### src/rtl/mem_fill_writer.sv
// mem_fill_writer: write-side companion to the operand memory.
// Single-word writes arrive on a valid/ready port and are buffered in a small FIFO. A fill
// command writes an incrementing data pattern over a wrapping address range. A registered
// read port returns memory contents with one cycle of latency.
//
// Ports:
//   i_clk, i_rst                 clock, synchronous active-high reset
//   i_wr_valid/o_wr_ready        write request handshake, i_wr_addr/i_wr_data payload
//   i_fill_start                 one-cycle fill command; i_fill_base/i_fill_len/i_fill_seed
//   o_busy                       FIFO non-empty or fill in progress
//   o_done                       one-cycle pulse after the final fill write
//   i_rd_addr/o_rd_data          registered read port (old data on read/write collision)
module mem_fill_writer #(
  parameter int unsigned AW         = 4,
  parameter int unsigned DW         = 8,
  parameter int unsigned FIFO_DEPTH = 4
) (
  input  logic          i_clk,
  input  logic          i_rst,
  input  logic          i_wr_valid,
  output logic          o_wr_ready,
  input  logic [AW-1:0] i_wr_addr,
  input  logic [DW-1:0] i_wr_data,
  input  logic          i_fill_start,
  input  logic [AW-1:0] i_fill_base,
  input  logic [AW-1:0] i_fill_len,
  input  logic [DW-1:0] i_fill_seed,
  output logic          o_busy,
  output logic          o_done,
  input  logic [AW-1:0] i_rd_addr,
  output logic [DW-1:0] o_rd_data
);

  localparam int unsigned Depth = 1 << AW;
  localparam int unsigned PW    = $clog2(FIFO_DEPTH);

  typedef enum logic [1:0] {StIdle, StDrain, StFill} state_e;

  state_e        r_state;
  logic [DW-1:0] r_mem [Depth];
  logic [DW-1:0] r_rd_data;
  logic          r_done;

  logic [AW-1:0] r_fifo_addr [FIFO_DEPTH];
  logic [DW-1:0] r_fifo_data [FIFO_DEPTH];
  // Pointers carry one extra bit so full and empty are distinguishable.
  logic [PW:0]   r_wptr;
  logic [PW:0]   r_rptr;

  logic [AW-1:0] r_fill_addr;
  logic [DW-1:0] r_fill_data;
  logic [AW:0]   r_fill_rem;

  logic [PW:0]   w_count;
  logic [PW:0]   w_count_next;
  logic          w_full;
  logic          w_empty;
  logic          w_push;
  logic          w_pop;
  logic          w_fill_go;
  logic          w_we;
  logic [AW-1:0] w_waddr;
  logic [DW-1:0] w_wdata;

  assign w_count      = r_wptr - r_rptr;
  assign w_full       = (w_count == (PW+1)'(FIFO_DEPTH));
  assign w_empty      = (r_wptr == r_rptr);
  assign o_wr_ready   = !i_rst && !w_full && (r_state != StFill);
  assign w_push       = i_wr_valid && o_wr_ready;
  assign w_pop        = !w_empty && (r_state != StFill);
  assign w_count_next = w_count + {{PW{1'b0}}, w_push} - {{PW{1'b0}}, w_pop};
  // A fill may only start from a completely quiet block.
  assign w_fill_go    = i_fill_start && (r_state == StIdle) && w_empty && !w_push;

  always_comb begin
    w_we    = 1'b0;
    w_waddr = '0;
    w_wdata = '0;
    if (r_state == StFill) begin
      w_we    = 1'b1;
      w_waddr = r_fill_addr;
      w_wdata = r_fill_data;
    end else if (w_pop) begin
      w_we    = 1'b1;
      w_waddr = r_fifo_addr[r_rptr[PW-1:0]];
      w_wdata = r_fifo_data[r_rptr[PW-1:0]];
    end
  end

  always_ff @(posedge i_clk) begin
    if (i_rst) begin
      for (int unsigned i = 0; i < Depth; i++) begin
        r_mem[i] <= '0;
      end
      for (int unsigned i = 0; i < FIFO_DEPTH; i++) begin
        r_fifo_addr[i] <= '0;
        r_fifo_data[i] <= '0;
      end
      r_state     <= StIdle;
      r_rd_data   <= '0;
      r_done      <= 1'b0;
      r_wptr      <= '0;
      r_rptr      <= '0;
      r_fill_addr <= '0;
      r_fill_data <= '0;
      r_fill_rem  <= '0;
    end else begin
      if (w_we) begin
        r_mem[w_waddr] <= w_wdata;
      end
      // Reads the pre-write array, so a colliding write returns the old word.
      r_rd_data <= r_mem[i_rd_addr];

      if (w_push) begin
        r_fifo_addr[r_wptr[PW-1:0]] <= i_wr_addr;
        r_fifo_data[r_wptr[PW-1:0]] <= i_wr_data;
        r_wptr                      <= r_wptr + 1'b1;
      end
      if (w_pop) begin
        r_rptr <= r_rptr + 1'b1;
      end

      r_done <= 1'b0;
      unique case (r_state)
        StFill: begin
          r_fill_addr <= r_fill_addr + 1'b1;
          r_fill_data <= r_fill_data + 1'b1;
          r_fill_rem  <= r_fill_rem - 1'b1;
          if (r_fill_rem == (AW+1)'(1)) begin
            r_state <= StIdle;
            r_done  <= 1'b1;
          end
        end
        default: begin
          if (w_fill_go) begin
            r_fill_addr <= i_fill_base;
            r_fill_data <= i_fill_seed;
            r_fill_rem  <= (i_fill_len == '0) ? (AW+1)'(Depth) : {1'b0, i_fill_len};
            r_state     <= StFill;
          end else begin
            r_state <= (w_count_next != '0) ? StDrain : StIdle;
          end
        end
      endcase
    end
  end

  assign o_busy    = (r_state != StIdle);
  assign o_done    = r_done;
  assign o_rd_data = r_rd_data;

endmodule

### config.mk
export PLATFORM = sky130hd
export DESIGN_NAME = mem_fill_writer
export DESIGN_NICKNAME = d
export VERILOG_FILES = /design/src/rtl/mem_fill_writer.sv
export SDC_FILE = /design/constraint.sdc
export NUM_CORES = 1
export LEC_CHECK = 0
export ABC_AREA = 1
export BUFFER_PORTS_ARGS = -buffer_cell sky130_fd_sc_hd__buf_4
export CORE_ASPECT_RATIO = 1.5
export CORE_MARGIN = 10
export CORE_UTILIZATION = 56
export DETAILED_ROUTE_END_ITERATION = 10
export GPL_ROUTABILITY_DRIVEN = 0
export GPL_TIMING_DRIVEN = 0
export PLACE_DENSITY = 0.74
export REMOVE_ABC_BUFFERS = 1
export SLEW_MARGIN = 20
export SYNTH_ARGS = -nofsm -noshare
export SYNTH_HDL_FRONTEND = slang
export SYNTH_SLANG_ARGS = --single-unit
### constraint.sdc
create_clock -name i_clk -period 5.5 [get_ports i_clk]
set_input_delay 0.275 -clock i_clk [delete_from_list [all_inputs] [get_ports i_clk]]
set_output_delay 0.275 -clock i_clk [all_outputs]
set_load 0.1 [all_outputs]
==> results of run 1 <==
## power by group
part / leakage (nW) / internal [mW] / total (mW) / switching, mW
registers: 2.12 / 1.99 / 2.13 / 0.140
logic: 1.74 / 0.434 / 1.65 / 1.21
clock network: 0.332 / 0.835 / 1.42 / 0.588
## worst paths after layout
check / startpoint / endpoint / slack [ns] / depth (start not counted)
max: r_wptr[0]$_SDFFE_PP0P_ / r_fill_data[5]$_SDFFE_PP0P_ / 1.45 / 10
min: i_fill_seed[6] / r_fill_data[6]$_SDFFE_PP0P_ / 0.01 / 3
max reg2reg: r_wptr[0]$_SDFFE_PP0P_ / r_fill_data[5]$_SDFFE_PP0P_ / 1.45 / 10
min reg2reg: r_fill_rem[1]$_SDFFE_PP0P_ / r_fill_rem[1]$_SDFFE_PP0P_ / 0.49 / 2
## synthesized netlist by cell type, types with 3 or more instances
cell	count	area, um^2
a21oi_1	31	155.2
a32oi_2	4	65.06
a32oi_4	3	82.58
buf_1	6	22.52
buf_2	13	65.06
buf_4	4	30.03
buf_6	5	56.30
clkbuf_1	29	108.9
dfxtp_1	36	720.7
edfxtp_1	176	5285
ha_1	10	125.1
inv_1	44	165.2
inv_2	5	18.77
nand2_1	140	525.5
nand2_2	17	106.4
nand3_1	58	290.3
nor2_1	295	1107
nor2_4	6	67.56
o211ai_1	32	240.2
o21ai_0	85	425.4
xnor2_1	3	26.28
xor2_1	4	35.03
## sequential cells by signal (all words and copies together), names as in the netlist, 3 cells and up, named ones only
register / cells
r_wptr: 3
r_rptr: 3
r_fifo_addr: 16
o_rd_data: 8
r_fifo_data: 32
r_fill_rem: 5
r_fill_addr: 4
r_fill_data: 8
r_mem: 128
## stage by stage
step	instances	hold WS, ns	power [mW]	util (%)	setup WS, ns
floorplan	977	0.3441	3.248	-	2.192
global placement	1236	0.4707	3.735	59.25	1.458
detailed placement	1238	0.4826	3.781	59.46	1.365
CTS	1275	0.003352	5.195	63.40	1.333
global route	1276	0.007992	5.461	63.49	1.049
finish	1276	0.01301	5.196	63.49	1.447
## critical path, delay by kind of cell, from the launching register on
kind	cells	cell delay, ns
simple gates	6	2.70
fa+ha+maj	2	0.62
compound gates	1	0.08
flops	1	0.41
buf+inv	1	0.13
## layer usage
metal | share of wire (%) | routed length, um | track usage (%)
met5 | 0 | 0 | 0
met4 | 3.7 | 862 | 8.307
met3 | 4.7 | 1086 | 2.512
met2 | 54 | 12560 | 36.90
met1 | 37 | 8647 | 21.91
## final cells by class
cell class | count | area [um^2]
multi-input combinational | 712 | 3505
timing repair buffer | 50 | 401.6
clock inverter | 10 | 101.3
sequential | 212 | 6006
inverter | 53 | 205.2
tap | 213 | 266.5
fill | 1454 | 6361
clock buffer | 26 | 575.6
## logic make-up after synthesis
kind of cell | after synthesis | share of synthesized area [%]
flops | 212 | 60.10
compound gates | 163 | 10.78
simple gates | 530 | 21.99
fa+ha+maj | 12 | 1.653
xor+xnor | 7 | 0.6135
buf+inv | 110 | 4.870
## cell usage in the layout, fill, tap and decap left out, drive strengths merged
cell type / count
nor2: 303
edfxtp: 176
nand2: 159
o21ai: 87
nand3: 58
inv: 52
buf: 49
dfxtp: 36
o211ai: 33
a21oi: 31
clkbuf: 26
ha: 10
clkinv: 8
a32oi: 7
xor2: 4
xnor2: 3
nand3b: 2
o22ai: 2
nand4: 2
nor3b: 2
nor3: 2
fa: 2
bufinv: 2
a31oi: 2
or2: 1
nor4: 1
a22oi: 1
clkinvlp: 1
dlygate4sd3: 1
==> results.py, run 1 <==
metrics = {
    "synth": {
        "yosysUniqueCellTypes": 40,
        "async_flop_share_pct": 0,
        "syn-cell-area_um2": 9993,
        "synth_cells": 1034,
        "synth.avg_cell_area_um2": 9.665,
        "ys_seq_elements": 212,
        "ys.flop_type": "edfxtp_1",
        "seq_area_frac_synth_pct": 60.10,
        "synth_warnings": 0,
        "synth_edf_count": 176,
    },
    "sta": {
        "slew_viol_final": 0,
        "hold_viol_final": 0,
        "finClkSkew_ns": 0.01443,
        "tns_ns": 0,
        "max_slew.worst_pin.slew_ns": 1.144,
        "maxSlewHeadroom_pct": 23.76,
        "setup_viol_count_final": 0,
        "finalCriticalPeriod_ns": 4.053,
        "finalCritPeriodShare_pct": 73.69,
        "fmax_mhz": 246.7,
        "rsz0062_at_grt": "no",
    },
    "floorplanning": {
        "coreArea_um2": 17420,
        "start_util_pct": 57.36,
        "fp.dieH_um": 183.6,
        "fp-row-count": 59,
        "boundaryPins": 47,
        "dieArea_um2": 23700,
        "die_w_um": 129.1,
    },
    "global_routing": {
        "grt_pass1_vias": 7186,
        "antenna_found_initial": 0,
        "grt-ovfl-total": 0,
        "grt_pass1_wl_um": 37040,
        "grt_usage_pct": 19.79,
        "grt_start_max_net_pins": 66,
    },
    "clock_network": {
        "htree_levels": 1,
        "clock-sinks": 212,
        "clk_path_buf_depth": 3,
        "holdBufCountCts": 1,
        "post_cts_buffers": 0,
        "cts.clk_slew.worst_paths_ns": 0.07,
        "ctsResizeCount": 0,
        "cts_tree": "done",
        "cts_made_buffers": 20,
        "worstSkewPairLatency_ns": 0.50,
        "cts_root_buf": "clkbuf_16",
    },
    "critical_path": {
        "cpMostUsedCell": "nand2_1",
        "worst_setup_path_end_kind": "flop",
        "max_stage_delay_ns": 0.94,
        "arrival_ns": 4.43,
        "critPathRequiredTime_ns": 5.88,
        "cp_slowest_cell": "nand2_1",
        "crit_path_max_fanout": 23,
        "path_cells": "inv_1 > ha_1 > fa_1 > nand3b_1 > nand3_1 > nand3_1 > nand2_1 > nand2_1 > nand2_1 > a21oi_1",
        "critical_path_class": "flop to flop",
        "cp-start-kind": "flop",
    },
    "placed_design": {
        "portBuffers": 46,
        "place_hpwl_um": 15140,
        "placed_area_um2": 10360,
    },
    "outcome": {
        "status": "finished, final reports clean",
    },
    "drt": {
        "wl_per_cell_um": 18.15,
        "vias": 7179,
        "viasPerCell": 5.626,
        "first_pass_iters": 5,
        "drtIter0Drc": 583,
        "post-route-drc-count": 0,
        "ant_nets": 0,
        "routed_wl_um": 23160,
    },
    "finish": {
        "final_nets": 1097,
        "antennaDiodeCount": 0,
        "syn_to_final_growth_pct": 10.68,
        "final_area_um2": 11060,
        "drive_gt1_share_pct": 12.04,
    },
    "pwr": {
        "ir_drop_mv": 0.6019,
        "leakagePower_nw": 4.188,
        "power_density_nw_per_um2": 469.8,
    },
    "hold_path": {
        "hold_path.class": "input port to flop",
    },
    "job": {
        "max_cap_viol_count": 0,
    },
}
No activity file was read; power rests on OpenSTA's default activity.
==> run 2: changes to the inputs <==
--- a/config.mk
+++ b/config.mk
@@ -5,7 +5,7 @@
 export SDC_FILE = /design/constraint.sdc
 export NUM_CORES = 1
 export LEC_CHECK = 0
-export ABC_AREA = 1
+export ABC_AREA = 0
 export BUFFER_PORTS_ARGS = -buffer_cell sky130_fd_sc_hd__buf_4
 export CORE_ASPECT_RATIO = 1.5
 export CORE_MARGIN = 10
==> constraint.sdc (replaced) <==
create_clock -name i_clk -period 4.2 [get_ports i_clk]
set_input_delay 0.21 -clock i_clk [delete_from_list [all_inputs] [get_ports i_clk]]
set_output_delay 0.21 -clock i_clk [all_outputs]
set_load 0.1 [all_outputs]
==> results.py, run 2 <==
metrics = {
    "outcome": {
        "status": "finished, final reports clean",
    },
    "drt": {
        "post-route-drc-count": 0,
        "ant_nets": 0,
        "viasPerCell": 6.009,
        "routed_wl_um": 21470,
        "first_pass_iters": 5,
        "drtIter0Drc": 421,
        "wl_per_cell_um": 22.20,
        "vias": 5811,
    },
    "sta": {
        "finalCritPeriodShare_pct": 90.65,
        "hold_viol_final": 0,
        "slew_viol_final": 0,
        "maxSlewHeadroom_pct": 16.85,
        "finalCriticalPeriod_ns": 3.808,
        "fmax_mhz": 262.6,
        "finClkSkew_ns": 0.01041,
        "max_slew.worst_pin.slew_ns": 1.236,
        "setup_viol_count_final": 0,
        "hold-worst-slack_ns": 0.01038,
        "rsz0062_at_grt": "no",
    },
    "critical_path": {
        "cp_slowest_cell": "dfxtp_1",
        "arrival_ns": 3.93,
        "reg2reg_slack_ns": 0.39,
        "cp_top_family": "compound AO/OA/AOI/OAI gates",
        "worst_setup_path_end_kind": "flop",
        "cp-start-kind": "flop",
        "max_stage_delay_ns": 0.85,
        "path_cells": "mux4_1 > a221o_1 > a21oi_2 > nand2_1 > o21ai_1",
        "rr_worst_depth": 5,
        "critical_path_class": "flop to flop",
        "crit_path_max_fanout": 17,
        "critPathRequiredTime_ns": 4.32,
        "worstReg2RegEnd": "r_mem[5][1]$_SDFFCE_PN0P_",
        "worst-path-buf-inv": 0,
    },
    "floorplanning": {
        "start_util_pct": 57.31,
        "fp-row-count": 58,
        "boundaryPins": 47,
        "coreArea_um2": 16840,
        "fp.dieH_um": 180.8,
        "die_w_um": 127.2,
        "dieArea_um2": 22990,
    },
    "hold_path": {
        "worstHoldStart": "i_fill_len[2]",
        "hold_path_depth": 4,
        "min_to": "r_fill_rem[4]$_SDFFE_PP0P_",
        "hold_path.class": "input port to flop",
    },
    "synth": {
        "ys.flop_type": "edfxtp_1",
        "synth.avg_cell_area_um2": 13.61,
        "seq_area_frac_synth_pct": 62.25,
        "syn-cell-area_um2": 9648,
        "synth_edf_count": 176,
        "yosysUniqueCellTypes": 56,
        "yosysMostFrequentCell": "edfxtp_1",
        "ys_seq_elements": 212,
        "synth_cells": 709,
        "synth_top_area_share_pct": 54.78,
        "yosys-top-cells-count": "edfxtp_1, nor2_1, and2_1",
        "synth_warnings": 0,
        "synth_area_leaders": "edfxtp_1, mux4_2, dfxtp_1",
        "async_flop_share_pct": 0,
        "yosys.area.top_type": "edfxtp_1",
    },
    "finish": {
        "regMostFlops": "r_mem",
        "final_common_cell": "edfxtp_1",
        "layout_common_cells": "edfxtp_1, nor2_1, and2_1, mux4_2, buf_4",
        "final_area_um2": 10790,
        "largest_reg_flops": 128,
        "regArea_um2": 6006,
        "syn_to_final_growth_pct": 11.85,
        "multi_input_area_um2": 3395,
        "drive_gt1_share_pct": 19.68,
        "nFillCells": 1256,
        "final_nets": 791,
        "utilization_pct": 64.10,
        "antennaDiodeCount": 0,
        "reg_top3": "r_mem (128), r_fifo_data (32), r_fifo_addr (16)",
    },
    "clock_network": {
        "cts_root_buf": "clkbuf_16",
        "cts_made_buffers": 20,
        "post_cts_buffers": 0,
        "clk_path_buf_depth": 3,
        "worstSkewPairLatency_ns": 0.49,
        "htree_levels": 1,
        "cts_tree": "done",
        "cts.clk_slew.worst_paths_ns": 0.06,
        "clock-sinks": 212,
    },
    "pwr": {
        "ir_drop_mv": 0.4242,
        "leakagePower_nw": 3.823,
        "power_density_nw_per_um2": 567.5,
    },
    "placed_design": {
        "placed_area_um2": 10110,
        "portBuffers": 46,
        "place_hpwl_um": 15420,
    },
    "global_routing": {
        "antenna_found_initial": 0,
        "grt_usage_pct": 18.43,
        "grt_pass1_vias": 6096,
        "grt_start_max_net_pins": 38,
        "grt-ovfl-total": 0,
        "grt_pass1_wl_um": 33380,
    },
    "job": {
        "max_cap_viol_count": 0,
    },
}
run 2: changes by cell type in the layout (fill, tap and decap cells not counted), sizes merged, moves of 17 or more:
cell / delta
a22oi: +17
mux4: +52
nor2: -157
o211ai: -30
nand2: -126
o21ai: -70
nand3: -47
and2: +59
inv: -30
run 2: logic make-up (layout without fill, tap and decap cells):
family	count (synthesis)	in the layout	share of synthesized area, %
fa+ha+maj	12	12	1.712
buf+inv	60	108	2.905
xor+xnor	11	11	1.141
mux	54	54	12.42
flops	212	212	62.25
simple gates	274	274	13.20
compound gates	86	86	6.368
run 2: where the power goes:
| group | switching, mW | internal, mW | total (mW) |
|---|---|---|---|
| Clock | 0.747 | 1.06 | 1.80 |
| Sequential | 0.174 | 2.55 | 2.72 |
| Combinational | 1.05 | 0.552 | 1.60 |
run 2: routing by layer:
layer	GRT usage, %	routed length [um]	part of all wire, %
met5	0	0	0
met2	35.27	11930	56
met3	2.344	1239	5.8
met4	10.42	1301	6.1
met1	18.30	6998	33
run 2: area by class of cell:
type	instances	share of cell area, %
Clock inverter	10	0.9043
Inverter	21	0.7304
Tap cell	210	2.435
Timing Repair Buffer	51	3.687
Clock buffer	26	5.136
Multi-Input combinational cell	437	31.46
Sequential cell	212	55.65
run 2: worst max path at each step:
stage | end | slack (ns) | depth (start not counted)
CTS | r_mem[4][7]$_SDFFCE_PN0P_ | 0.20 | 5
finish | r_mem[5][1]$_SDFFCE_PN0P_ | 0.39 | 5
global placement | r_mem[5][3]$_SDFFCE_PN0P_ | -0.02 | 5
global route | r_mem[5][1]$_SDFFCE_PN0P_ | 0.11 | 5
detailed placement | r_mem[4][3]$_SDFFCE_PN0P_ | 0.19 | 5
floorplan | o_wr_ready | 0.69 | 6
run 2: what timing repair did:
| item | in CTS | in global routing |
|---|---|---|
| hold buffers | 3 | 0 |
| gates resized for setup | 0 | 1 |
| hold endpoints to repair | 3 | 0 |
| setup endpoints to repair | 0 | 8 |
run 2: worst min-delay path, cell delays in order:
cell and delay [ns]:
buf_4 0.09, nor4_1 0.04, nand2_1 0.05, a31oi_1 0.06
run 2: stage by stage:
stage	worst slack, ns	TNS [ns]	cells	power (mW)
after detailed placement	0.1932	0	928	4.354
after CTS	0.1974	0	967	6.126
final	0.3925	0	967	6.124
after global routing	0.1054	0	967	6.373
after floorplan	0.6909	0	670	3.828
after global placement	-0.01957	-0.1538	926	4.265
